[src/rtl/wb_write_queue_pkg.sv]
// Shared widths and the queue entry layout for the register-file write queue.
package wb_write_queue_pkg;
  localparam int ARCH_BITS        = 32;
  localparam int WB_DATA_WIDTH    = ARCH_BITS;
  localparam int WB_REG_ADDR_BITS = 5;
  localparam int WB_DEPTH         = 4;

  typedef struct packed {
    logic [WB_REG_ADDR_BITS-1:0] dst;
    logic [WB_DATA_WIDTH-1:0]    data;
  } wb_entry_t;
endpackage

[src/rtl/wb_fwd_match.sv]
// Youngest-match search over the occupied queue slots for one register read index.
module wb_fwd_match #(
  parameter int DATA_WIDTH    = 32,
  parameter int REG_ADDR_BITS = 5,
  parameter int DEPTH         = 4,
  parameter int PTR_W         = $clog2(DEPTH),
  parameter int CNT_W         = PTR_W + 1
) (
  input  logic [REG_ADDR_BITS-1:0]            src,
  input  logic [DEPTH-1:0][REG_ADDR_BITS-1:0] dsts,
  input  logic [DEPTH-1:0][DATA_WIDTH-1:0]    datas,
  input  logic [PTR_W-1:0]                    head,
  input  logic [CNT_W-1:0]                    count,
  output logic                                hit,
  output logic [DATA_WIDTH-1:0]               data
);
  logic [PTR_W-1:0] idx;

  // Walk from oldest to youngest so a later match overrides an earlier one.
  always_comb begin
    hit  = 1'b0;
    data = '0;
    idx  = head;
    for (int i = 0; i < DEPTH; i++) begin
      idx = head + PTR_W'(i);
      if ((CNT_W'(i) < count) && (dsts[idx] == src)) begin
        hit  = 1'b1;
        data = datas[idx];
      end
    end
  end
endmodule

[src/rtl/wb_write_queue.sv]
// In-order write-back queue merging memory and ALU results onto one register-file write port.
module wb_write_queue
  import wb_write_queue_pkg::*;
#(
  parameter int DATA_WIDTH    = WB_DATA_WIDTH,
  parameter int REG_ADDR_BITS = WB_REG_ADDR_BITS,
  parameter int DEPTH         = WB_DEPTH
) (
  input  logic                     clk,
  input  logic                     rst,
  input  logic                     mem_valid,
  input  logic [REG_ADDR_BITS-1:0] mem_dst,
  input  logic [DATA_WIDTH-1:0]    mem_data,
  output logic                     mem_ready,
  input  logic                     alu_valid,
  input  logic [REG_ADDR_BITS-1:0] alu_dst,
  input  logic [DATA_WIDTH-1:0]    alu_data,
  output logic                     alu_ready,
  input  logic                     wb_stall,
  output logic                     wb_we,
  output logic [REG_ADDR_BITS-1:0] wb_dst,
  output logic [DATA_WIDTH-1:0]    wb_data,
  input  logic [REG_ADDR_BITS-1:0] fwd_src1,
  input  logic [REG_ADDR_BITS-1:0] fwd_src2,
  output logic                     fwd_hit1,
  output logic [DATA_WIDTH-1:0]    fwd_data1,
  output logic                     fwd_hit2,
  output logic [DATA_WIDTH-1:0]    fwd_data2
);
  localparam int PTR_W = $clog2(DEPTH);
  localparam int CNT_W = PTR_W + 1;

  logic [DEPTH-1:0][REG_ADDR_BITS-1:0] dst_q;
  logic [DEPTH-1:0][DATA_WIDTH-1:0]    data_q;
  logic [PTR_W-1:0] head, tail;
  logic [CNT_W-1:0] count, free, n_push;
  logic             mem_push, alu_push, empty;

  // Valid/ready: a source transfers on a cycle where valid and ready are both high;
  // ready depends only on the registered count and mem_valid, never on alu_valid.
  assign free      = CNT_W'(DEPTH) - count;
  assign mem_ready = (free >= CNT_W'(1));
  assign alu_ready = (free >= CNT_W'(2)) || ((free == CNT_W'(1)) && !mem_valid);
  assign mem_push  = mem_valid && mem_ready;
  assign alu_push  = alu_valid && alu_ready;
  assign n_push    = CNT_W'(mem_push) + CNT_W'(alu_push);

  assign empty   = (count == '0);
  assign wb_we   = !empty && !wb_stall;
  assign wb_dst  = empty ? '0 : dst_q[head];
  assign wb_data = empty ? '0 : data_q[head];

  always_ff @(posedge clk) begin
    if (rst) begin
      head  <= '0;
      tail  <= '0;
      count <= '0;
    end else begin
      tail  <= tail + PTR_W'(n_push);
      head  <= head + PTR_W'(wb_we);
      count <= count + n_push - CNT_W'(wb_we);
    end
  end

  // Memory is the older of two same-cycle results, so it takes the tail slot first.
  always_ff @(posedge clk) begin
    if (!rst && mem_push) begin
      dst_q[tail]  <= mem_dst;
      data_q[tail] <= mem_data;
    end
    if (!rst && alu_push) begin
      dst_q[tail + PTR_W'(mem_push)]  <= alu_dst;
      data_q[tail + PTR_W'(mem_push)] <= alu_data;
    end
  end

  wb_fwd_match #(
    .DATA_WIDTH(DATA_WIDTH), .REG_ADDR_BITS(REG_ADDR_BITS), .DEPTH(DEPTH)
  ) u_fwd1 (
    .src(fwd_src1), .dsts(dst_q), .datas(data_q), .head(head), .count(count),
    .hit(fwd_hit1), .data(fwd_data1)
  );

  wb_fwd_match #(
    .DATA_WIDTH(DATA_WIDTH), .REG_ADDR_BITS(REG_ADDR_BITS), .DEPTH(DEPTH)
  ) u_fwd2 (
    .src(fwd_src2), .dsts(dst_q), .datas(data_q), .head(head), .count(count),
    .hit(fwd_hit2), .data(fwd_data2)
  );
endmodule

[config.mk]
export PLATFORM = sky130hd
export DESIGN_NAME = wb_write_queue
export DESIGN_NICKNAME = d
export VERILOG_FILES = /design/src/rtl/wb_write_queue_pkg.sv /design/src/rtl/wb_fwd_match.sv /design/src/rtl/wb_write_queue.sv
export SDC_FILE = /design/constraint.sdc
export NUM_CORES = 1
export LEC_CHECK = 0
export ABC_CLOCK_PERIOD_IN_PS = 11000
export CORE_ASPECT_RATIO = 1.5
export CORE_UTILIZATION = 25
export DETAILED_ROUTE_END_ITERATION = 12
export HOLD_SLACK_MARGIN = 0.12
export SYNTH_ARGS = -nofsm -noshare
export SYNTH_HDL_FRONTEND = slang
export SYNTH_HIERARCHICAL = 1
export SYNTH_SLANG_ARGS = --single-unit
export TNS_END_PERCENT = 10
[constraint.sdc]
create_clock -name clk -period 11 [get_ports clk]
set_clock_uncertainty 0.1 [all_clocks]
set_input_delay 2.75 -clock clk [delete_from_list [all_inputs] [get_ports clk]]
set_output_delay 2.75 -clock clk [all_outputs]
set_load 0.01 [all_outputs]
==> metrics.md, run 1 <==
| Metric | Value |
|---|---|
| Status | `completed` |
| Drt total wl | `67500 microns` |
| CTS Hold Buffers Added | `0` |
| Vias in the first global route | `15900` |
| Final period util | `84.8%` |
| Top cell by count, worst path | `clkdlybuf4s50_1` |
| Post-synthesis cell count | `1956` |
| DR pass1 iterations | `7` |
| Clk_lat worst skew | `0.46 ns` |
| Vias | `16500` |
| Most common cell after layout, fill and taps aside | `mux2_2` |
| # resized after CTS | `0` |
| Switching fraction of total power | `46.0%` |
| Crit path max fanout | `43` |
| DIE HEIGHT | `338 microns` |
| # Max-Cap Violations | `0` |
| Power Density | `298 mW/mm^2` |
| Post-Route Setup TNS | `0 ns` |
| Sequential element share of the synthesized area | `16.5%` |
| Core Region | `0.0742 sq mm` |
| Vias per inst | `5.50` |
| Most frequent cells in the layout | `mux2_2, mux2i_1, clkdlybuf4s50_1` |
| Clock buffer depth | `2` |
| Setup WS post-layout | `1.67 ns` |
| CP Cell Sequence | `clkdlybuf4s50_1 -> xnor2_1 -> nand2_4 -> buf_4 -> nor2_4 -> or3_1 -> o32ai_1 -> clkdlybuf4s50_1` |
| WHS Endpoint | `data_q[66]` |
| Final min period | `9.33 ns` |
| GRT Util Overall | `17.3%` |
| FFs w/ async S/R, synth | `0%` |
| Req. time, crit path | `8.15 ns` |
| Commonest register cell after synthesis | `dfxtp_1` |
| Pin count of the biggest net entering global routing | `161` |
| Worst path bufs/invs | `3` |
| Dpl hpwl | `43800 microns` |
| Worst-margin pin slew | `1.13 ns` |
| Clock sinks | `155` |
| Setup violators final | `0` |
| CTS root buf | `clkbuf_16` |
| EDFF count, synth | `0` |
| Routability cong. | `0.806` |
| Synth Cell Area | `0.0188 sq mm` |
| CP Data Arrival Time | `6.48 ns` |
| Layout cell share with drive strength beyond 1 | `29.8%` |
| Largest cells by area after synthesis | `mux2_2, dfxtp_1, mux2i_1` |
| Crit path max-delay family | `buffers and inverters` |
| Critical R2R Capture | `count[2]` |
| Kind of critical path | `in2out` |
| Die ar. | `0.0764 sq mm` |
| Area grow syn2layout | `16.0%` |
| Horiz. Die Dim | `226 microns` |
| Area leader, netlist | `mux2_2` |
| CP max stage delay | `0.72 ns` |
| Worst setup SP type | `input port` |
| FF-to-FF Start | `count[0]` |
| I/O Pins | `195` |
| Final Max Tran Viols | `0` |
| Hold WS | `0.624 ns` |
| Min-delay src | `data_q[66]` |
| Initial antenna violation count | `18` |
| Post-CTS Setup Repair Bufs | `0` |
| Syn_nets | `2056` |
| Non-Filler Instances | `2990` |
| F_max | `107 MHz` |
| Final Hold Vio Count | `0` |
| R2R Setup Slk | `7.01 ns` |
| DR iter-0 viols | `1226` |
| Wire per inst | `22.6 microns` |
| First-pass GRT wire length | `100000 microns` |
| Share of power burned in registers | `21.6%` |
| Final instance area | `0.0218 sq mm` |
| RSZ-0062 raised after global routing | `no` |
| Clock buffer count from CTS | `17` |
| #FFs+latches synth | `155` |
| TritonCTS clock tree | `yes` |
| Post-synth top area share | `19.5%` |
| Synth Area per Inst | `9.62 sq um` |
| R2R cell count | `14` |
| Post-route antenna net violation count | `0` |
| Nets | `2083` |
| CTS H-tree depth | `4` |
| Synth cell types | `51` |
| Grt ovf | `0` |
| Int Power | `3510 uW` |
| Post-placement cell area | `0.0212 sq mm` |
| Initial Util | `25.4%` |
| Placed insts | `2956` |
| HP Class | `reg2reg` |
| PortBufs | `194` |
| CP max stage cell | `o32ai_1` |
| Hold Path Cell Cnt | `2` |
| Pre-CTS setup slack | `1.66 ns` |
| Crit. End Element | `output port` |
| P_leak | `0.00754 uW` |
| Clock network power share | `9.4%` |
| Maximum vdd drop | `150 uV` |
| Row count | `122` |
| Max_slew headroom | `24.7%` |
| Sw power | `3000 uW` |
| Clock transition at path regs | `0.06 ns` |
| Logic gate share of total power | `69.0%` |
| Remaining DRCs | `0` |
| Synth warn | `6` |
## tightest hold or removal path, delay by kind of cell (launching register included)
family / cells / cell delay [ns]
flops: 1 / 0.40
mux: 2 / 0.29
## metrics by stage
stage | util [%] | total power, uW
after floorplan | - | 4440
after global placement | 28.6 | 5860
after detailed placement | 28.6 | 5900
after CTS | 29.4 | 6540
after global routing | 29.4 | 6950
final | 29.4 | 6510
## Yosys cell counts, types with 7 or more instances
cell and count:
mux2_2 326, mux2i_1 200, dfxtp_1 155, nand2_1 138, a21oi_1 131, nor3_1 130, a311oi_1 128, clkbuf_1 96
mux2_4 90, buf_2 78, mux4_2 73, or3_1 66, nor3b_1 65, o32ai_1 62, nor2b_1 41, xnor2_1 33
buf_6 20, buf_4 15, xor2_1 12, buf_1 10, ha_1 10, inv_1 10, mux2_1 8, nor2_1 7
## power by group through the flow
stage	combinational, uW	sequential [uW]	clock, uW
final	4500	1410	611
after CTS	4510	1400	628
after floorplan	3260	1180	0
after global routing	4830	1480	646
after global placement	4460	1400	0
after detailed placement	4490	1410	0
## flip-flops by register name (all words and copies together) (netlist names)
register and flops:
count 3, data_q 128, dst_q 20, head 2, tail 2
## routing by layer
metal / global-route usage (%) / wire [microns] / vias to the layer above
li1: - / - / 7666
met5: 0 / 197 / -
met1: 19.9 / 26600 / 8102
met4: 7.45 / 2440 / 32
met2: 30.4 / 34100 / 517
met3: 3.89 / 4130 / 140
## final cells by class
type	count	area, sq um
Timing Repair Buffer	231	2270
Clock inverter	9	86.3
Inverter	13	53.8
Sequential cell	155	3110
Fill cell	7833	52400
Clock buffer	23	488
Antenna cell	2	5.00
Tap cell	992	1240
Multi-Input combinational cell	1565	14600
## cells by family (layout without fill, tap and decap cells)
logic type      after synthesis  after routing  share of synthesized area (%)
other cells                   0              2                              0
compound gates              335            335                           13.3
buf+inv                     236            276                           6.68
simple gates                475            475                           13.9
xor+xnor                     45             45                           2.09
mux                         699            699                           46.8
fa+ha+maj                    11             11                          0.771
flops                       155            155                           16.5
## worst max path at each step
stage / cells after the start / startpoint / to
floorplan: 7 / fwd_src1[2] / fwd_data1[1]
CTS: 8 / fwd_src1[2] / fwd_data1[29]
finish: 8 / fwd_src2[3] / fwd_data2[8]
global placement: 8 / fwd_src1[2] / fwd_data1[29]
detailed placement: 8 / fwd_src1[2] / fwd_data1[29]
global route: 8 / fwd_src1[2] / fwd_data1[29]
No activity file was read; power rests on OpenSTA's default activity.
==> run 2: changes to the inputs <==
--- a/config.mk
+++ b/config.mk
@@ -5,7 +5,7 @@
 export SDC_FILE = /design/constraint.sdc
 export NUM_CORES = 1
 export LEC_CHECK = 0
-export ABC_CLOCK_PERIOD_IN_PS = 11000
+export ABC_CLOCK_PERIOD_IN_PS = 8200
 export CORE_ASPECT_RATIO = 1.5
 export CORE_UTILIZATION = 25
 export DETAILED_ROUTE_END_ITERATION = 12
==> constraint.sdc (replaced) <==
create_clock -name clk -period 8.2 [get_ports clk]
set_clock_uncertainty 0.1 [all_clocks]
set_input_delay 2.05 -clock clk [delete_from_list [all_inputs] [get_ports clk]]
set_output_delay 2.05 -clock clk [all_outputs]
set_load 0.01 [all_outputs]
==> run 2 against run 1 <==
Via count grew 0.32%. Clock-buffer cell count is 3 lower. Critical path depth shrank 1. Clock power rose by 56%. Sequential power rose by 35%. Critical endpoint is now fwd_data1[1]. Largest cell class unchanged.
==> metrics.md, run 2 (synthesis results as in run 1) <==
| Metric | Value |
|---|---|
| CP max stage cell | `clkdlybuf4s50_1` |
| CP max stage delay | `0.65 ns` |
| Nets | `2098` |
| Horiz. Die Dim | `226 microns` |
| I/O Pins | `195` |
| Initial antenna violation count | `5` |
| Non-Filler Instances | `3004` |
| Row count | `122` |
| CP Data Arrival Time | `5.26 ns` |
| Crit path max-delay family | `buffers and inverters` |
| Post-Route Setup TNS | `0 ns` |
| Final instance area | `0.0221 sq mm` |
| First-pass GRT wire length | `101000 microns` |
| Vias per inst | `5.50` |
| Placed insts | `2971` |
| Top cell by count, worst path | `clkdlybuf4s50_1` |
| Dpl hpwl | `44100 microns` |
| Kind of critical path | `in2out` |
| Clk_lat worst skew | `0.48 ns` |
| Register area | `0.00311 sq mm` |
| HP Class | `reg2reg` |
| Wire per inst | `22.3 microns` |
| Vias in the first global route | `16100` |
| Largest Register | `data_q` |
| Share of power burned in registers | `21.3%` |
| Layout cell share with drive strength beyond 1 | `30.5%` |
| CP Cell Sequence | `clkdlybuf4s50_1 -> xnor2_1 -> nand2_4 -> nor2_4 -> or3_1 -> o32ai_1 -> clkdlybuf4s50_1` |
| GRT Util Overall | `17.2%` |
| Worst-margin pin slew | `1.10 ns` |
| Req. time, crit path | `6.05 ns` |
| Largest regs | `data_q x128, dst_q x20, count x3` |
| DR iter-0 viols | `1202` |
| Worst setup SP type | `input port` |
| Switching fraction of total power | `45.3%` |
| Pin count of the biggest net entering global routing | `146` |
| CTS Hold Buffers Added | `0` |
| Post-placement cell area | `0.0214 sq mm` |
| P_leak | `0.00770 uW` |
| Fill cells | `7790` |
| TritonCTS clock tree | `yes` |
| Core Region | `0.0742 sq mm` |
| Status | `completed` |
| Routability cong. | `0.783` |
| Logic gate share of total power | `68.0%` |
| # resized after CTS | `0` |
| Final Hold Vio Count | `0` |
| Vias | `16500` |
| Utilization after layout | `29.8%` |
| Final min period | `7.41 ns` |
| Most common cell after layout, fill and taps aside | `mux2_2` |
| DIE HEIGHT | `338 microns` |
| Sw power | `4040 uW` |
| Crit. End Element | `output port` |
| PortBufs | `194` |
| CTS H-tree depth | `4` |
| Crit path max fanout | `35` |
| Clock buffer count from CTS | `17` |
| Clock transition at path regs | `0.07 ns` |
| Multi-input logic area | `0.0146 sq mm` |
| DR pass1 iterations | `5` |
| Most frequent cells in the layout | `mux2_2, mux2i_1, clkdlybuf4s50_1` |
| Post-CTS Setup Repair Bufs | `0` |
| Clock buffer depth | `2` |
| Setup violators final | `0` |
| Initial Util | `25.4%` |
| Final Power | `8910 uW` |
| Clock network power share | `10.7%` |
| R2R Setup Slk | `4.23 ns` |
| Maximum vdd drop | `170 uV` |
| Max_slew headroom | `26.3%` |
| Final period util | `90.4%` |
| Post-route antenna net violation count | `0` |
| # Max-Cap Violations | `0` |
| Area grow syn2layout | `17.4%` |
| Largest register FFs | `128` |
| RSZ-0062 raised after global routing | `no` |
| Die ar. | `0.0764 sq mm` |
| Power Density | `403 mW/mm^2` |
| CTS root buf | `clkbuf_16` |
| Clock sinks | `155` |
| Grt ovf | `0` |
| Remaining DRCs | `0` |
| F_max | `135 MHz` |
| Worst path bufs/invs | `2` |
| Drt total wl | `67100 microns` |
| Final Max Tran Viols | `0` |
| Int Power | `4880 uW` |
==> run 2: changes by cell type in the layout (fill, tap and decap cells not counted), sizes merged <==
cell and change:
inv +5, bufinv +3, buf +16, diode -1, clkdlybuf4s50 -1, clkbuf -3, clkinvlp -5
==> run 2: metrics by stage <==
step	setup WS, ns	hold slack (ns)
floorplan	2.46	0.454
finish	0.791	0.621
detailed placement	0.818	0.598
global placement	0.808	0.586
CTS	0.810	0.616
global route	0.734	0.647
==> run 2: cell type report <==
class	instances	share of cell area, %
multi-input combinational	1565	65.9
sequential	155	14.1
timing repair buffer	246	11.1
tap	992	5.62
clock buffer	20	2.16
clock inverter	12	0.895
inverter	13	0.243
antenna	1	0.0113
==> run 2: worst min-delay path, cell delays in order, from the launching register on <==
cell,delay [ns]
dfxtp_1,0.40
mux2_2,0.17
mux2_4,0.12
==> run 2: path summary, 6_finish.rpt <==
| check | from | endpoint | depth (start not counted) |
|---|---|---|---|
| max | fwd_src1[3] | fwd_data1[1] | 7 |
| min | data_q[25] | data_q[25] | 2 |
| max reg2reg | count[0] | count[2] | 14 |
| min reg2reg | data_q[25] | data_q[25] | 2 |
==> run 2: layer usage <==
metal	wire length, microns	vias to the layer above	track usage [%]	part of all wire, %
li1	-	7700	-	-
met1	27200	8197	19.8	41
met2	34600	506	31.2	52
met3	3280	103	3.06	4.9
met4	1990	4	6.50	3.0
met5	27	-	0	0.040
==> run 2: power by group through the flow <==
stage	Sequential, uW	Combinational, uW	Clock, uW
CTS	1880	6090	976
floorplan	1580	4370	0
global placement	1880	6020	0
finish	1900	6070	953
global route	1990	6520	997
detailed placement	1900	6060	0
